### config.mk
export PLATFORM = sky130hd
export DESIGN_NAME = uart_fifo_loopback
export DESIGN_NICKNAME = d
export VERILOG_FILES = /design/src/rtl/uart_pkg.sv /design/src/rtl/uart_fifo.sv /design/src/rtl/uart_fifo_loopback.sv
export SDC_FILE = /design/constraint.sdc
export NUM_CORES = 1
export LEC_CHECK = 0
export CELL_PAD_IN_SITES_DETAIL_PLACEMENT = 1
export CELL_PAD_IN_SITES_GLOBAL_PLACEMENT = 1
export CORE_MARGIN = 2
export CORE_UTILIZATION = 50
export CTS_CLUSTER_SIZE = 28
export DETAILED_ROUTE_END_ITERATION = 6
export GPL_ROUTABILITY_DRIVEN = 0
export PLACE_DENSITY_LB_ADDON = 0.08
export SKIP_LAST_GASP = 1
export SYNTH_ARGS = -nofsm -noshare
export SYNTH_HDL_FRONTEND = slang
export SYNTH_SLANG_ARGS = --single-unit
export TNS_END_PERCENT = 1
### constraint.sdc
create_clock -name clk -period 3.3 [get_ports clk]
set_input_delay 0.66 -clock clk [delete_from_list [all_inputs] [get_ports clk]]
set_output_delay 0.66 -clock clk [all_outputs]
set_load 0.05 [all_outputs]
### src/rtl/uart_pkg.sv
// Shared definitions for the UART transceiver: parity modes,
// RX/TX state encoding and bit-period helper.
package uart_pkg;

   localparam int PAR_NONE = 0;
   localparam int PAR_ODD  = 1;
   localparam int PAR_EVEN = 2;

   typedef enum logic [2:0] {
      ST_IDLE,
      ST_START,
      ST_DATA,
      ST_PARITY,
      ST_STOP
   } uart_state_t;

   function automatic int clks_per_bit(
      input int clk_hz,
      input int baud
   );
      return clk_hz / baud;
   endfunction

endpackage

### src/rtl/uart_fifo.sv
// Synchronous show-ahead FIFO; a push into a full FIFO is
// accepted only when a pop happens in the same cycle.
module uart_fifo #(
   parameter int WIDTH = 8,
   parameter int DEPTH = 16
) (
   input  logic                     clk,
   input  logic                     reset,
   input  logic                     push,
   input  logic [WIDTH-1:0]         wdata,
   input  logic                     pop,
   output logic [WIDTH-1:0]         rdata,
   output logic                     full,
   output logic                     empty,
   output logic [$clog2(DEPTH):0]   count
);

   localparam int AW = $clog2(DEPTH);
   localparam logic [AW:0] FULL_CNT = (AW+1)'(DEPTH);

   logic [WIDTH-1:0] mem [DEPTH];
   logic [AW-1:0]    wr_ptr;
   logic [AW-1:0]    rd_ptr;
   logic             do_push;
   logic             do_pop;

   assign empty   = (count == '0);
   assign full    = (count == FULL_CNT);
   assign do_pop  = pop && !empty;
   assign do_push = push && (!full || do_pop);
   assign rdata   = empty ? '0 : mem[rd_ptr];

   always_ff @(posedge clk) begin
      if (do_push) mem[wr_ptr] <= wdata;
   end

   always_ff @(posedge clk) begin
      if (reset) begin
         wr_ptr <= '0;
         rd_ptr <= '0;
         count  <= '0;
      end else begin
         if (do_push) wr_ptr <= wr_ptr + 1'b1;
         if (do_pop)  rd_ptr <= rd_ptr + 1'b1;
         unique case ({do_push, do_pop})
            2'b10:   count <= count + 1'b1;
            2'b01:   count <= count - 1'b1;
            default: count <= count;
         endcase
      end
   end

endmodule

### src/rtl/uart_fifo_loopback.sv
// UART transceiver with RX FIFO, valid/ready host port and an
// internal echo path selected by loop_en.
module uart_fifo_loopback
   import uart_pkg::*;
#(
   parameter int CLK_HZ     = 100_000_000,
   parameter int BAUD       = 9600,
   parameter int DATA_BITS  = 8,
   parameter int PARITY     = 0,
   parameter int FIFO_DEPTH = 16
) (
   input  logic                          clk,
   input  logic                          reset,
   input  logic                          rs232_rx,
   output logic                          rs232_tx,
   input  logic                          loop_en,
   input  logic [DATA_BITS-1:0]          tx_data,
   input  logic                          tx_valid,
   output logic                          tx_ready,
   output logic [DATA_BITS-1:0]          rx_data,
   output logic                          rx_valid,
   input  logic                          rx_ready,
   output logic [$clog2(FIFO_DEPTH):0]   rx_count,
   output logic                          parity_err,
   output logic                          frame_err,
   output logic                          overflow
);

   localparam int CPB  = clks_per_bit(CLK_HZ, BAUD);
   localparam int CW   = $clog2(CPB);
   localparam int HALF = CPB / 2;
   localparam logic PAR_EN =
      (PARITY == PAR_ODD) || (PARITY == PAR_EVEN);
   localparam logic ODD_BIT = (PARITY == PAR_ODD);
   localparam logic [CW-1:0] CNT_LAST = CW'(CPB - 1);
   localparam logic [CW-1:0] CNT_HALF = CW'(HALF - 1);
   localparam logic [3:0]    BIT_LAST = 4'(DATA_BITS - 1);

   uart_state_t rx_state, rx_next;
   uart_state_t tx_state, tx_next;

   logic                 rx_s1, rx_s2, rx_prev, rx_armed;
   logic [CW-1:0]        rx_cnt;
   logic [3:0]           rx_bits;
   logic [DATA_BITS-1:0] rx_shift;
   logic                 rx_par_bit;
   logic                 rx_full, rx_half, rx_done;
   logic                 par_ok, rx_good;

   logic [CW-1:0]        tx_cnt;
   logic [3:0]           tx_bits;
   logic [DATA_BITS-1:0] tx_shift;
   logic                 tx_par;
   logic                 tx_full;
   logic                 host_take, loop_take;

   logic                 fifo_pop, fifo_full, fifo_empty;
   logic [DATA_BITS-1:0] fifo_rdata;

   assign rx_full = (rx_cnt == CNT_LAST);
   assign rx_half = (rx_cnt == CNT_HALF);
   assign tx_full = (tx_cnt == CNT_LAST);

   // Receiver arms only once the synchronised line has been high
   always_ff @(posedge clk) begin
      if (reset) begin
         rx_s1    <= 1'b0;
         rx_s2    <= 1'b0;
         rx_prev  <= 1'b0;
         rx_armed <= 1'b0;
      end else begin
         rx_s1    <= rs232_rx;
         rx_s2    <= rx_s1;
         rx_prev  <= rx_s2;
         rx_armed <= rx_armed | rx_s2;
      end
   end

   always_ff @(posedge clk) begin
      if (reset) begin
         rx_state <= ST_IDLE;
         tx_state <= ST_IDLE;
      end else begin
         rx_state <= rx_next;
         tx_state <= tx_next;
      end
   end

   always_comb begin
      rx_next = rx_state;
      unique case (rx_state)
         ST_IDLE:
            if (rx_armed && rx_prev && !rx_s2)
               rx_next = ST_START;
         ST_START:
            if (rx_half)
               rx_next = rx_s2 ? ST_IDLE : ST_DATA;
         ST_DATA:
            if (rx_full && rx_bits == BIT_LAST)
               rx_next = PAR_EN ? ST_PARITY : ST_STOP;
         ST_PARITY:
            if (rx_full) rx_next = ST_STOP;
         ST_STOP:
            if (rx_full) rx_next = ST_IDLE;
         default: rx_next = ST_IDLE;
      endcase
   end

   always_comb begin
      tx_next = tx_state;
      unique case (tx_state)
         ST_IDLE:
            if (host_take || loop_take)
               tx_next = ST_START;
         ST_START:
            if (tx_full) tx_next = ST_DATA;
         ST_DATA:
            if (tx_full && tx_bits == BIT_LAST)
               tx_next = PAR_EN ? ST_PARITY : ST_STOP;
         ST_PARITY:
            if (tx_full) tx_next = ST_STOP;
         ST_STOP:
            if (tx_full) tx_next = ST_IDLE;
         default: tx_next = ST_IDLE;
      endcase
   end

   always_comb begin
      rx_done   = (rx_state == ST_STOP) && rx_full;
      par_ok    = !PAR_EN ||
                  (rx_par_bit == ((^rx_shift) ^ ODD_BIT));
      rx_good   = rx_done && par_ok && rx_s2;
      tx_ready  = (tx_state == ST_IDLE) && !reset && !loop_en;
      host_take = tx_valid && tx_ready;
      loop_take = (tx_state == ST_IDLE) && loop_en &&
                  !fifo_empty;
      rx_valid  = !fifo_empty && !loop_en;
      fifo_pop  = loop_take || (rx_valid && rx_ready);
      rs232_tx  = 1'b1;
      unique case (tx_state)
         ST_START:  rs232_tx = 1'b0;
         ST_DATA:   rs232_tx = tx_shift[0];
         ST_PARITY: rs232_tx = tx_par;
         default:   rs232_tx = 1'b1;
      endcase
   end

   always_ff @(posedge clk) begin
      if (reset) begin
         rx_cnt     <= '0;
         rx_bits    <= '0;
         rx_shift   <= '0;
         rx_par_bit <= 1'b0;
         parity_err <= 1'b0;
         frame_err  <= 1'b0;
         overflow   <= 1'b0;
      end else begin
         if (rx_state == ST_IDLE || rx_next != rx_state ||
             rx_full)
            rx_cnt <= '0;
         else
            rx_cnt <= rx_cnt + 1'b1;
         if (rx_state == ST_IDLE)
            rx_bits <= '0;
         else if (rx_state == ST_DATA && rx_full) begin
            rx_bits  <= rx_bits + 1'b1;
            rx_shift <= {rx_s2, rx_shift[DATA_BITS-1:1]};
         end
         if (rx_state == ST_PARITY && rx_full)
            rx_par_bit <= rx_s2;
         parity_err <= rx_done && !par_ok;
         frame_err  <= rx_done && !rx_s2;
         if (rx_good && fifo_full && !fifo_pop)
            overflow <= 1'b1;
      end
   end

   always_ff @(posedge clk) begin
      if (reset) begin
         tx_cnt   <= '0;
         tx_bits  <= '0;
         tx_shift <= '0;
         tx_par   <= 1'b0;
      end else begin
         if (tx_state == ST_IDLE || tx_next != tx_state ||
             tx_full)
            tx_cnt <= '0;
         else
            tx_cnt <= tx_cnt + 1'b1;
         if (tx_state == ST_IDLE) begin
            tx_bits <= '0;
            if (loop_take) begin
               tx_shift <= fifo_rdata;
               tx_par   <= (^fifo_rdata) ^ ODD_BIT;
            end else if (host_take) begin
               tx_shift <= tx_data;
               tx_par   <= (^tx_data) ^ ODD_BIT;
            end
         end else if (tx_state == ST_DATA && tx_full) begin
            tx_bits  <= tx_bits + 1'b1;
            tx_shift <= tx_shift >> 1;
         end
      end
   end

   uart_fifo #(
      .WIDTH (DATA_BITS),
      .DEPTH (FIFO_DEPTH)
   ) u_fifo (
      .clk   (clk),
      .reset (reset),
      .push  (rx_good),
      .wdata (rx_shift),
      .pop   (fifo_pop),
      .rdata (fifo_rdata),
      .full  (fifo_full),
      .empty (fifo_empty),
      .count (rx_count)
   );

   assign rx_data = fifo_rdata;

endmodule

* Yosys cells after proc, flatten, opt, wreduce, memory -nomap -nowiden
Memories as Yosys holds them, arrays and structs flattened. A register that Yosys moved wholly into a read port is not among the register bits.
Index checks and enable logic that the tools add are counted.
** Word-level totals
- Register bits :: 78
- Latch bits :: 0
- Memory bits (writable) :: 128
- Bits in read-only memories :: 0
- Bits of input ports :: 14
- Logic and storage cells :: 122
- Memories :: 1
** Memories
- u_fifo.mem :: words 16, bits a word 8, rd ports 1, clocked after Yosys merged registers in 1, wr ports 1, line uart_fifo.sv:21 : logic [WIDTH-1:0] mem [DEPTH];
** Operators by class
- Add/subtract/negate cells :: 8
- $mul :: 0
- Div/mod/pow operators :: 0
- Order comparisons :: 0
- Equality and inequality tests :: 19
- Shifts and indexed selects :: 0
- Multiplexer cells :: 26
- Bitwise logic cells :: 2
- Reduce and logical (&&, ||, !) cells :: 48
** Operators with widths (number)
- $mux W8 :: 5
- $mux W3 :: 10
- $pmux W3 S5 :: 2
- $add A14 B1 Y14 const B :: 2
- $eq A14 B14 Y1 const B :: 2
- $logic_and A1 B1 Y1 :: 20
- $add A4 B1 Y4 const B :: 4
- $reduce_xor A8 Y1 :: 2
- $eq A14 B13 Y1 const B :: 1
- $eq A3 B2 Y1 const B :: 4
- $pmux W5 S2 :: 1
- $eq A4 B3 Y1 const B :: 2
- $mux W4 :: 2
- $reduce_or A2 Y1 :: 4
- $logic_or A1 B1 Y1 :: 7
- $eq A3 B1 Y1 const B :: 2
- $eq A3 B3 Y1 const B :: 2
- $logic_not A1 Y1 :: 6
- $logic_not A3 Y1 :: 2
- $ne A3 B3 Y1 :: 2
- $reduce_and A2 Y1 :: 3
- $reduce_bool A2 Y1 :: 3
- $add A5 B1 Y5 const B :: 1
- $eq A5 B5 Y1 const B :: 1
- 10 further kinds :: 13

* Logic depth before layout (Yosys ltp)
Gate-level depths: netlist of run 1.
- Depth after elaboration :: 11
- Gate-level depth with buffers :: 16
- Gate-level depth less buffers :: 15

* Cells and area by module
Synthesis of run 1 repeated with hierarchy kept, for this count alone.
** Second synthesis, totals
- Cell total of the unflattened synthesis :: 706
- Area, all modules :: 9073.7 um^2
** Modules (own cells, without submodules)
- uart_fifo :: times used 1, cells each 332, area an instance 5964.5 um^2
- uart_fifo_loopback :: times used 1, cells each 374, area an instance 3109.2 um^2

* Worst setup path after synthesis of run 1
Ideal clock, no wire load.
- Path kind :: flip-flop to flip-flop
- Start :: register u_fifo.count[0]
- End :: register u_fifo.count[4]
- Library setup time :: 71 ps
- Arrival time :: 3090 ps
- Slack :: 140 ps
- Stages on the path, launching flop included :: 16
- Path buffers :: 1
- Period minus slack after synthesis :: 3160 ps
- Cells stage by stage :: dfxtp_1 -> or4_1 -> nor2_1 -> nand2_1 -> and3_1 -> buf_2 -> inv_2 -> ha_1 -> inv_1 -> fa_1 -> inv_1 -> a21o_1 -> a21oi_1 -> xnor2_1 -> or3_1 -> a21oi_1
** Between the ends
- Word-level cells in the longest chain between the ends :: 10
- Elaborated cells on any way between the ends :: 17
- Those cells by class :: add/sub (2); eq/ne (3); mux (1); reduce/logical (11)
** RTL lines
- from (decl) :: line uart_fifo.sv:15 : output logic [$clog2(DEPTH):0] count
- from (signal assigned) :: line uart_fifo.sv:46 : 2'b10: count <= count + 1'b1;
- from (signal assigned) :: line uart_fifo.sv:47 : 2'b01: count <= count - 1'b1;
- from (signal assigned) :: line uart_fifo.sv:48 : default: count <= count;
- $logic_not A5 Y1 :: line uart_fifo.sv:27 : assign empty = (count == '0);
- $logic_not A1 Y1 :: line uart_fifo.sv:29, uart_fifo_loopback.sv:136, uart_fifo_loopback.sv:137
- $logic_and A1 B1 Y1 :: line uart_fifo_loopback.sv:137 : rx_valid = !fifo_empty && !loop_en;
- $logic_and A1 B1 Y1 :: line uart_fifo_loopback.sv:138 : fifo_pop = loop_take || (rx_valid && rx_ready);
- $logic_or A1 B1 Y1 :: line uart_fifo_loopback.sv:138
- $logic_and A1 B1 Y1 :: line uart_fifo.sv:29 : assign do_pop = pop && !empty;
- $logic_or A1 B1 Y1 :: line uart_fifo.sv:30 : assign do_push = push && (!full || do_pop);
- $logic_and A1 B1 Y1 :: line uart_fifo.sv:30
- $eq A2 B1 Y1 / $eq A2 B2 Y1 (equally long branches) :: line uart_fifo.sv:45 : unique case ({do_push, do_pop})
- $pmux W5 S2 / $reduce_bool A2 Y1 (equally long branches)
Parallel ways exist; a longest one is shown, timed or not.
A chain may end at the register's enable or synchronous reset.

==> results.sh, run 1 <==
export IMPL_fmax_ghz=0.3166
export IMPL_clk_path_buf_depth=3
export IMPL_placed_area_um2=9348
export IMPL_synth_most_common_cell="edfxtp_1"
export IMPL_rrSetupSlack_ns=0.30
export IMPL_p_leak_nw=3.445
export IMPL_worst_clock_skew_ns=0.01587
export IMPL_clk_latency_ns=0.50
export IMPL_synth_top_area_share_pct=43.76
export IMPL_cp_endpoint="rx_data[3]"
export IMPL_finalCriticalPeriod_ns=3.158
export IMPL_power_density_nw_per_um2=656.0
export IMPL_vdd_ir_drop_max_mv=0.3924
export IMPL_critPathCaptureType="output pin"
export IMPL_track_usage_pct=21.92
export IMPL_ant_nets=0
export IMPL_syn_nets=695
export IMPL_diodes=0
export IMPL_fin_area_um2=10130
export IMPL_slew_viol_final=0
export IMPL_crit_required_ns=2.64
export IMPL_ys_seq_area_share_pct=62.45
export IMPL_r2r_cells=14
export IMPL_pin_count=33
export IMPL_drtIter0Drc=278
export IMPL_rsz0062_at_grt="no"
export IMPL_std_cell_rows=48
export IMPL_synth_edf_count=128
export IMPL_routedWlPerCell_um=20.65
export IMPL_drive_above_1_share_pct=13.97
export IMPL_maxSlewHeadroom_pct=37.44
export IMPL_cts_root_buffer_cell="clkbuf_16"
export IMPL_finalNetCount=742
export IMPL_ys_ff_latch=210
export IMPL_worstReg2RegStart="rx_cnt[0]$_SDFF_PP0_"
export IMPL_p_total_mw=6.643
export IMPL_setup_viol=0
export IMPL_postCtsSetupBuffers=0
export IMPL_final_seq_area_um2=5487
export IMPL_crit_arrival_ns=2.50
export IMPL_status="complete, no violations"
export IMPL_postRouteWirelength_mm=19.72
export IMPL_ys_flop_type="edfxtp_1"
export IMPL_nFillCells=1707
export IMPL_yosys_area_top_type="edfxtp_1"
export IMPL_slowest_delay_ns=0.76
export IMPL_num_vias=5380
export IMPL_ys_types=57
export IMPL_critPathLaunchType="flop"
export IMPL_path_class="reg2out"
export IMPL_syn_area_um2=8783
export IMPL_overflow=0
export IMPL_critPathMaxFanout=8
export IMPL_design_core_area_um2=17240
export IMPL_cts_tree="done"
export IMPL_path_buf_inv=1
export IMPL_grt_antenna_before_repair=0
export IMPL_r2r_end="u_fifo.count[4]$_SDFFE_PP0P_"
export IMPL_die_y_um=136.5
export IMPL_crit_slowest_cell="nor2b_1"
export IMPL_avgSynthCellArea_um2=13.17
export IMPL_synth_top_cells_by_count="edfxtp_1 (128), dfxtp_1 (82), nor2_1 (82)"
export IMPL_finalHoldViolCount=0
export IMPL_ys_warn_count=0
export IMPL_clk_pin_slew_ns=0.06
export IMPL_syn_inst=667
export IMPL_cts_sinks=210
export IMPL_initial_core_util_pct=50.96
export IMPL_drt_pass1_iter_count=4
export IMPL_dp_hpwl_mm=13.11
export IMPL_die_w_um=136.5
export IMPL_cts_buffers=22
export IMPL_crit_chain="nor2b_1, a22oi_1, a21oi_1, buf_4"
export IMPL_grt_pass1_wl_mm=31.05
export IMPL_route_detailed_drc=0
export IMPL_period_share_pct=95.70
export IMPL_critPathTopFamily="simple AND/OR/NAND/NOR gates"
export IMPL_areaGrowthSynthToFinish_pct=15.29
export IMPL_multi_input_area_um2=3060
export IMPL_synthArstFlopShare_pct=0
export IMPL_finalSetupTns_ns=0
export IMPL_synthTopCellsByArea="edfxtp_1 (44%), dfxtp_1 (19%), mux4_2 (6.7%)"
export IMPL_grt_start_max_net_pins=52
export IMPL_cts_resized=0
export IMPL_drv_cap=0
export IMPL_die_area_um2=18640
export IMPL_grt_pass1_vias=5733
export IMPL_h_tree_depth=1
export IMPL_cp_depth=4
export IMPL_holdBufCountCts=0
export IMPL_postLayoutCoreUtil_pct=58.75
export IMPL_hold_path_class="reg2reg"
export IMPL_routed_via_density=5.634
export IMPL_worstMarginPinSlew_ns=0.9364
export IMPL_io_buffers=31
-- cell usage in the layout (no fill, tap or decap), drive strengths merged, types with 2 or more instances in the layout --
cell | Yosys | routed
and3 | 6 | 6
and2 | 2 | 2
mux4 | 32 | 32
a32oi | 2 | 2
a21o | 2 | 2
mux2i | 13 | 13
nand4 | 6 | 6
buf | 13 | 32
nand2 | 61 | 61
xor2 | 28 | 28
nand3 | 16 | 16
nor2b | 6 | 6
clkdlybuf4s50 | 0 | 20
o211ai | 7 | 7
inv | 15 | 15
nor3 | 16 | 16
nand2b | 4 | 4
clkbuf | 15 | 26
a211oi | 2 | 2
edfxtp | 128 | 128
clkinv | 0 | 7
or4 | 2 | 2
bufinv | 0 | 5
or3 | 5 | 5
nand4b | 2 | 2
clkinvlp | 0 | 2
and4 | 2 | 2
o21ai | 10 | 10
a21oi | 33 | 33
dfxtp | 82 | 82
a31oi | 4 | 4
ha | 13 | 13
nor2 | 82 | 82
nor4b | 3 | 3
nor3b | 2 | 2
a22oi | 16 | 16
xnor2 | 25 | 25
-- layout make-up --
class	count	share of cell area [%]
multi-input cells	413	30.22
well taps	225	2.780
flip-flops and latches	210	54.18
clock buffers	26	5.795
clock inverters	14	1.891
repair buffers	52	4.572
inverters	15	0.5560
-- cells by family (layout without fill, tap and decap cells) --
kind of cell	Yosys count	count (layout)	synth area share [%]
simple gates	220	220	11.51
other cells	1	1	0.04269
compound gates	80	80	5.755
flops	210	210	62.45
xor+xnor	53	53	5.456
fa+ha+maj	14	14	2.080
mux	45	45	9.943
buf+inv	44	107	2.764
-- through the flow --
stage | setup slack, ns | hold WS [ns] | cells
floorplan | 0.1397 | 0.4132 | 667
global placement | 0.01295 | 0.4236 | 915
detailed placement | -0.05712 | 0.4342 | 915
CTS | 0.1678 | 0.4571 | 955
global route | 0.01985 | 0.4591 | 955
finish | 0.1418 | 0.4504 | 955
-- how the worst min path moves through the flow --
stage                    startpoint              endpoint  slack (ns)  cells past startpoint
5_1_grt            rx_s1$_SDFF_PP0_      rx_s2$_SDFF_PP0_        0.46                      1
3_5_place_dp       rx_s1$_SDFF_PP0_      rx_s2$_SDFF_PP0_        0.43                      1
3_3_place_gp   rx_cnt[0]$_SDFF_PP0_  rx_cnt[0]$_SDFF_PP0_        0.42                      1
4_1_cts            rx_s1$_SDFF_PP0_      rx_s2$_SDFF_PP0_        0.46                      1
2_1_floorplan  rx_cnt[0]$_SDFF_PP0_  rx_cnt[0]$_SDFF_PP0_        0.41                      1
6_report           rx_s1$_SDFF_PP0_      rx_s2$_SDFF_PP0_        0.45                      1
-- flip-flops by register name (all words and copies together), names as in the netlist, 5 cells and up, named ones only --
signal,count
tx_cnt,14
tx_shift,8
u_fifo.mem,128
u_fifo.count,5
rx_shift,8
rx_cnt,14
-- where the power goes --
part | switching (mW) | internal [mW] | total [mW] | leakage [nW]
Combinational | 0.686 | 0.491 | 1.18 | 1.22
Sequential | 0.0414 | 2.80 | 2.84 | 1.85
Clock | 0.970 | 1.66 | 2.63 | 0.374
-- layer usage --
| layer | part of all wire [%] | vias to the layer above | routed length (µm) | GRT usage (%) |
|---|---|---|---|---|
| li1 | - | 2531 | - | - |
| met4 | 1.9 | 0 | 383 | 5.613 |
| met5 | 0 | - | 0 | 0 |
| met2 | 49 | 119 | 9575 | 36.89 |
| met1 | 45 | 2699 | 8907 | 30.04 |
| met3 | 4.3 | 31 | 855 | 3.259 |
Power figures use the tool's default switching activity.
==> inputs of run 2 (changes only) <==
- RECOVER_POWER: not set -> 100
==> results.sh, run 2 (synthesis results as in run 1) <==
export IMPL_regMostFlops="u_fifo.mem"
export IMPL_worst_clock_skew_ns=0.01271
export IMPL_highest_layer="met4"
export IMPL_design_core_area_um2=17240
export IMPL_cts_sinks=210
export IMPL_crit_arrival_ns=2.48
export IMPL_p_total_mw=6.601
export IMPL_rrSetupSlack_ns=0.25
export IMPL_ant_nets=0
export IMPL_io_buffers=31
export IMPL_cts_tree="done"
export IMPL_dp_worst_setup_slack_ns=-0.05712
export IMPL_routed_via_density=5.644
export IMPL_nFillCells=1712
export IMPL_rsz0062_at_grt="no"
export IMPL_final_cell_mix="edfxtp_1 (128), nor2_1 (82), dfxtp_1 (81), nand2_1 (61), a21oi_1 (33)"
export IMPL_drive_above_1_share_pct=12.19
export IMPL_grt_antenna_before_repair=0
export IMPL_h_tree_depth=1
export IMPL_drv_cap=1
export IMPL_path_class="reg2out"
export IMPL_slew_viol_final=52
export IMPL_largest_reg_flops=128
export IMPL_multi_input_area_um2=3055
export IMPL_maxSlewHeadroom_pct=-52.07
export IMPL_diodes=0
export IMPL_period_share_pct=95.12
export IMPL_areaGrowthSynthToFinish_pct=14.34
export IMPL_layout_commonest_cell="edfxtp_1"
export IMPL_cts_buffers=22
export IMPL_grt_pass1_vias=5733
export IMPL_whs_path_depth=1
export IMPL_finalHoldViolCount=0
export IMPL_hp_start="rx_s1$_SDFF_PP0_"
export IMPL_final_seq_area_um2=5487
export IMPL_grt_pass1_wl_mm=31.05
export IMPL_reg_top3="u_fifo.mem: 128 flops, rx_cnt: 14 flops, tx_cnt: 14 flops"
export IMPL_critPathCaptureType="output pin"
export IMPL_final_hold_worst_slack_ns=0.4498
export IMPL_num_vias=5390
export IMPL_pin_count=33
export IMPL_die_area_um2=18640
export IMPL_clk_pin_slew_ns=0.06
export IMPL_violations="max-capacitance violations, max-slew violations"
export IMPL_die_y_um=136.5
export IMPL_std_cell_rows=48
export IMPL_finalCriticalPeriod_ns=3.139
export IMPL_cts_resized=0
export IMPL_critPathMaxFanout=8
export IMPL_dr_wl_met3_mm=1.060
export IMPL_r2r_cells=14
export IMPL_fmax_ghz=0.3186
export IMPL_worstReg2RegStart="rx_cnt[0]$_SDFF_PP0_"
export IMPL_postRouteWirelength_mm=19.75
export IMPL_route_detailed_drc=0
export IMPL_postCtsSetupBuffers=0
export IMPL_status="finished, violations left"
export IMPL_wl_met1_mm=8.707
export IMPL_crit_required_ns=2.64
export IMPL_finalNetCount=742
export IMPL_holdBufCountCts=0
export IMPL_routedWlPerCell_um=20.68
export IMPL_clk_latency_ns=0.50
export IMPL_track_usage_pct=21.92
export IMPL_holdPathEnd="rx_s2$_SDFF_PP0_"
export IMPL_setup_viol=0
export IMPL_drt_pass1_iter_count=4
export IMPL_vdd_ir_drop_max_mv=0.3863
export IMPL_die_w_um=136.5
export IMPL_power_density_nw_per_um2=657.2
export IMPL_r2r_end="u_fifo.count[4]$_SDFFE_PP0P_"
export IMPL_p_leak_nw=3.418
export IMPL_hold_path_class="reg2reg"
export IMPL_worstMarginPinSlew_ns=2.281
export IMPL_grt_start_max_net_pins=52
export IMPL_clk_path_buf_depth=3
export IMPL_met2_length_mm=9.623
export IMPL_drtIter0Drc=299
export IMPL_finalSetupTns_ns=0
export IMPL_dp_hpwl_mm=13.11
export IMPL_cts_root_buffer_cell="clkbuf_16"
export IMPL_initial_core_util_pct=50.96
export IMPL_critPathLaunchType="flop"
export IMPL_overflow=0
export IMPL_setup_slack_ns=0.1612
run 2: cell types whose count changed in the layout (fill, tap and decap cells not counted), moves of 2 or more:
cell             delta
dlygate4sd3_1       +8
buf_4              -22
clkbuf_2           +12
clkdlybuf4s50_1     -8
inv_2               -2
clkbuf_4            +2
clkbuf_1           +10
run 2: power breakdown:
part | total [mW] | internal (mW) | switching (mW)
clock | 2.62 | 1.66 | 0.964
combinational | 1.14 | 0.461 | 0.681
sequential | 2.84 | 2.80 | 0.0412
total | 6.60 | 4.92 | 1.69
run 2: metal layers:
layer	global-route usage, %	vias to the layer above
met5	0	-
met4	5.613	0
met3	3.259	30
met2	36.89	120
met1	30.04	2709
li1	-	2531
run 2: cell type report:
class / count / area share [%]
clock buffers: 26 / 5.843
clock inverters: 14 / 1.906
inverters: 15 / 0.5606
multi-input cells: 413 / 30.42
flip-flops and latches: 210 / 54.63
well taps: 225 / 2.803
repair buffers: 52 / 3.837
run 2: per-stage QoR:
step                util, %  std cells  area, µm²
detailed placement    54.23        915       9348
floorplan                 -        667       8783
finish                58.27        955      10040
CTS                   58.75        955      10130
global route          58.27        955      10040
global placement      54.23        915       9348
run 2: worst max-delay path, stage by stage, from the launching register on:
cell	delay (ns)
dfxtp_1	0.37
nor2b_1	0.72
a22oi_1	0.35
a21oi_1	0.28
clkbuf_4	0.27
run 2: worst max path at each step:
stage                                   end                          from  cells after the start  slack (ns)
2_1_floorplan  u_fifo.count[4]$_SDFFE_PP0P_  u_fifo.count[0]$_SDFFE_PP0P_                     15        0.14
3_3_place_gp   u_fifo.count[4]$_SDFFE_PP0P_                       loop_en                     15        0.01
3_5_place_dp   u_fifo.count[4]$_SDFFE_PP0P_                       loop_en                     15       -0.06
4_1_cts                          rx_data[3]                          flop                      5        0.17
5_1_grt        u_fifo.count[4]$_SDFFE_PP0P_          rx_cnt[0]$_SDFF_PP0_                     14        0.02
6_report                         rx_data[3]                          flop                      4        0.16
==> inputs of run 3 (changes only) <==
- CORE_MARGIN: 2 -> not set
- PLACE_DENSITY_LB_ADDON: 0.08 -> 0.1
==> results.sh, run 3 (synthesis results as in run 1) <==
export IMPL_critPathLaunchType="flop"
export IMPL_grt_pass1_vias=5747
export IMPL_sw_frac_of_total_pct=26.89
export IMPL_p_leak_nw=3.414
export IMPL_rsz0062_at_grt="yes"
export IMPL_hold_path_class="reg2reg"
export IMPL_cts_buffers=23
export IMPL_design_core_area_um2=17240
export IMPL_die_area_um2=18100
export IMPL_nFillCells=1716
export IMPL_clk_path_buf_depth=3
export IMPL_finalNetCount=746
export IMPL_die_w_um=134.5
export IMPL_status="complete, no violations"
export IMPL_diodes=0
export IMPL_final_cells=959
export IMPL_io_buffers=31
export IMPL_clk_pin_slew_ns=0.06
export IMPL_routed_via_density=5.700
export IMPL_fmax_ghz=0.3113
export IMPL_drive_above_1_share_pct=13.76
export IMPL_track_usage_pct=22.71
export IMPL_crit_arrival_ns=2.55
export IMPL_slew_viol_final=0
export IMPL_drtIter0Drc=313
export IMPL_drt_pass1_iter_count=4
export IMPL_routedWlPerCell_um=20.60
export IMPL_period_share_pct=97.36
export IMPL_p_int_mw=4.608
export IMPL_overflow=0
export IMPL_combPwrFrac_pct=18.1
export IMPL_dp_hpwl_mm=13.29
export IMPL_layout_commonest_cell="edfxtp_1"
export IMPL_initial_core_util_pct=50.96
export IMPL_regMostFlops="u_fifo.mem"
export IMPL_areaGrowthSynthToFinish_pct=14.32
export IMPL_crit_required_ns=2.64
export IMPL_worst_clock_skew_ns=0.01456
export IMPL_cts_tree="done"
export IMPL_p_total_mw=6.304
export IMPL_crit_slowest_cell="or4_1"
export IMPL_critPathCaptureType="output pin"
export IMPL_h_tree_depth=1
export IMPL_worstMarginPinSlew_ns=0.8088
export IMPL_critPathMaxFanout=12
export IMPL_setup_viol=0
export IMPL_finalHoldViolCount=0
export IMPL_maxSlewHeadroom_pct=46.01
export IMPL_grt_pass1_wl_mm=31.36
export IMPL_ant_nets=0
export IMPL_postCtsSetupBuffers=0
export IMPL_power_density_nw_per_um2=627.8
export IMPL_cts_sinks=210
export IMPL_vdd_ir_drop_max_mv=0.3526
export IMPL_die_y_um=134.5
export IMPL_p_clk_share_pct=36.5
export IMPL_grt_start_max_net_pins=52
export IMPL_path_class="reg2out"
export IMPL_place_inst=918
export IMPL_drv_cap=0
export IMPL_p_seq_share_pct=45.4
export IMPL_crit_chain="or4_1, nor2_1, clkbuf_1, a21oi_1, buf_4"
export IMPL_holdBufCountCts=0
export IMPL_slowest_delay_ns=0.61
export IMPL_cts_root_buffer_cell="clkbuf_16"
export IMPL_finalCriticalPeriod_ns=3.213
export IMPL_std_cell_rows=48
export IMPL_postRouteWirelength_mm=19.76
export IMPL_clk_latency_ns=0.51
export IMPL_pin_count=33
export IMPL_final_cell_mix="edfxtp_1 (128), nor2_1 (82), dfxtp_1 (81), nand2_1 (61), a21oi_1 (33)"
export IMPL_grt_antenna_before_repair=0
export IMPL_num_vias=5466
export IMPL_reg_top3="u_fifo.mem: 128 flops, rx_cnt: 14 flops, tx_cnt: 14 flops"
export IMPL_p_switching_mw=1.695
export IMPL_final_seq_area_um2=5489
export IMPL_route_detailed_drc=0
export IMPL_largest_reg_flops=128
export IMPL_multi_input_area_um2=3065
## run 3: cell count changes in the layout (fill, tap and decap cells not counted), sizes merged
cell           before  now
bufinv              5    0
clkinvlp            2    0
clkbuf             50   34
buf                 8   34
dlygate4sd3         8    0
clkdlybuf4s50      12   20
inv                14   15
## run 3: final cells by class
cell class | instances | share of cell area (%)
sequential | 210 | 54.67
multi-input combinational | 413 | 30.53
clock buffer | 33 | 6.305
timing repair buffer | 55 | 4.797
tap | 225 | 2.804
inverter | 15 | 0.5607
clock inverter | 8 | 0.3364
## run 3: what timing repair did
| item | CTS | global route |
|---|---|---|
| setup endpoints to repair | 1 | 6 |
| hold endpoints to repair | 0 | 0 |
| resized for setup | 1 | 1 |
## run 3: metal layers
layer	vias up	track usage (%)	share of wire [%]
li1	2552	-	-
met1	2772	30.07	44
met2	118	39.26	50
met3	24	3.491	4.8
met4	0	5.743	1.4
met5	-	0	0
## run 3: power groups by stage
| stage | registers [mW] | clock network, mW | logic (mW) |
|---|---|---|---|
| 2_1_floorplan | 2.90 | 0 | 0.880 |
| 3_3_place_gp | 2.91 | 0 | 1.12 |
| 3_5_place_dp | 2.91 | 0 | 1.15 |
| 4_1_cts | 2.86 | 2.34 | 1.16 |
| 5_1_grt | 2.87 | 2.44 | 1.23 |
| 6_report | 2.86 | 2.30 | 1.14 |
## run 3: path summary, 6_finish.rpt
check	startpoint	endpoint	slack, ns	cells past startpoint
hold / removal	rx_s1$_SDFF_PP0_	rx_s2$_SDFF_PP0_	0.45	1
hold reg to reg	rx_s1$_SDFF_PP0_	rx_s2$_SDFF_PP0_	0.45	1
setup reg to reg	rx_cnt[0]$_SDFF_PP0_	u_fifo.count[4]$_SDFFE_PP0P_	0.22	14
setup / recovery	u_fifo.count[0]$_SDFFE_PP0P_	rx_data[0]	0.09	5
## run 3: per-stage QoR
stage | instance area [µm²] | setup slack [ns] | hold slack (ns) | util, % | setup TNS (ns)
6_report | 10040 | 0.08716 | 0.4545 | 58.25 | 0
5_1_grt | 10040 | -0.01047 | 0.4703 | 58.25 | -0.02471
4_1_cts | 10040 | 0.001197 | 0.4607 | 58.26 | 0
3_5_place_dp | 9370 | -0.05701 | 0.4505 | 54.36 | -0.05701
3_3_place_gp | 9370 | 0.003019 | 0.4234 | 54.36 | 0
2_1_floorplan | 8783 | 0.1397 | 0.4132 | - | 0
## run 3: critical path, delay by kind of cell, from the launching register on
kind                   cells  cell delay (ns)
flip-flops                 1             0.36
AND/OR/NAND/NOR            2             0.76
buffers and inverters      2             0.77
AO/OA/AOI/OAI              1             0.16
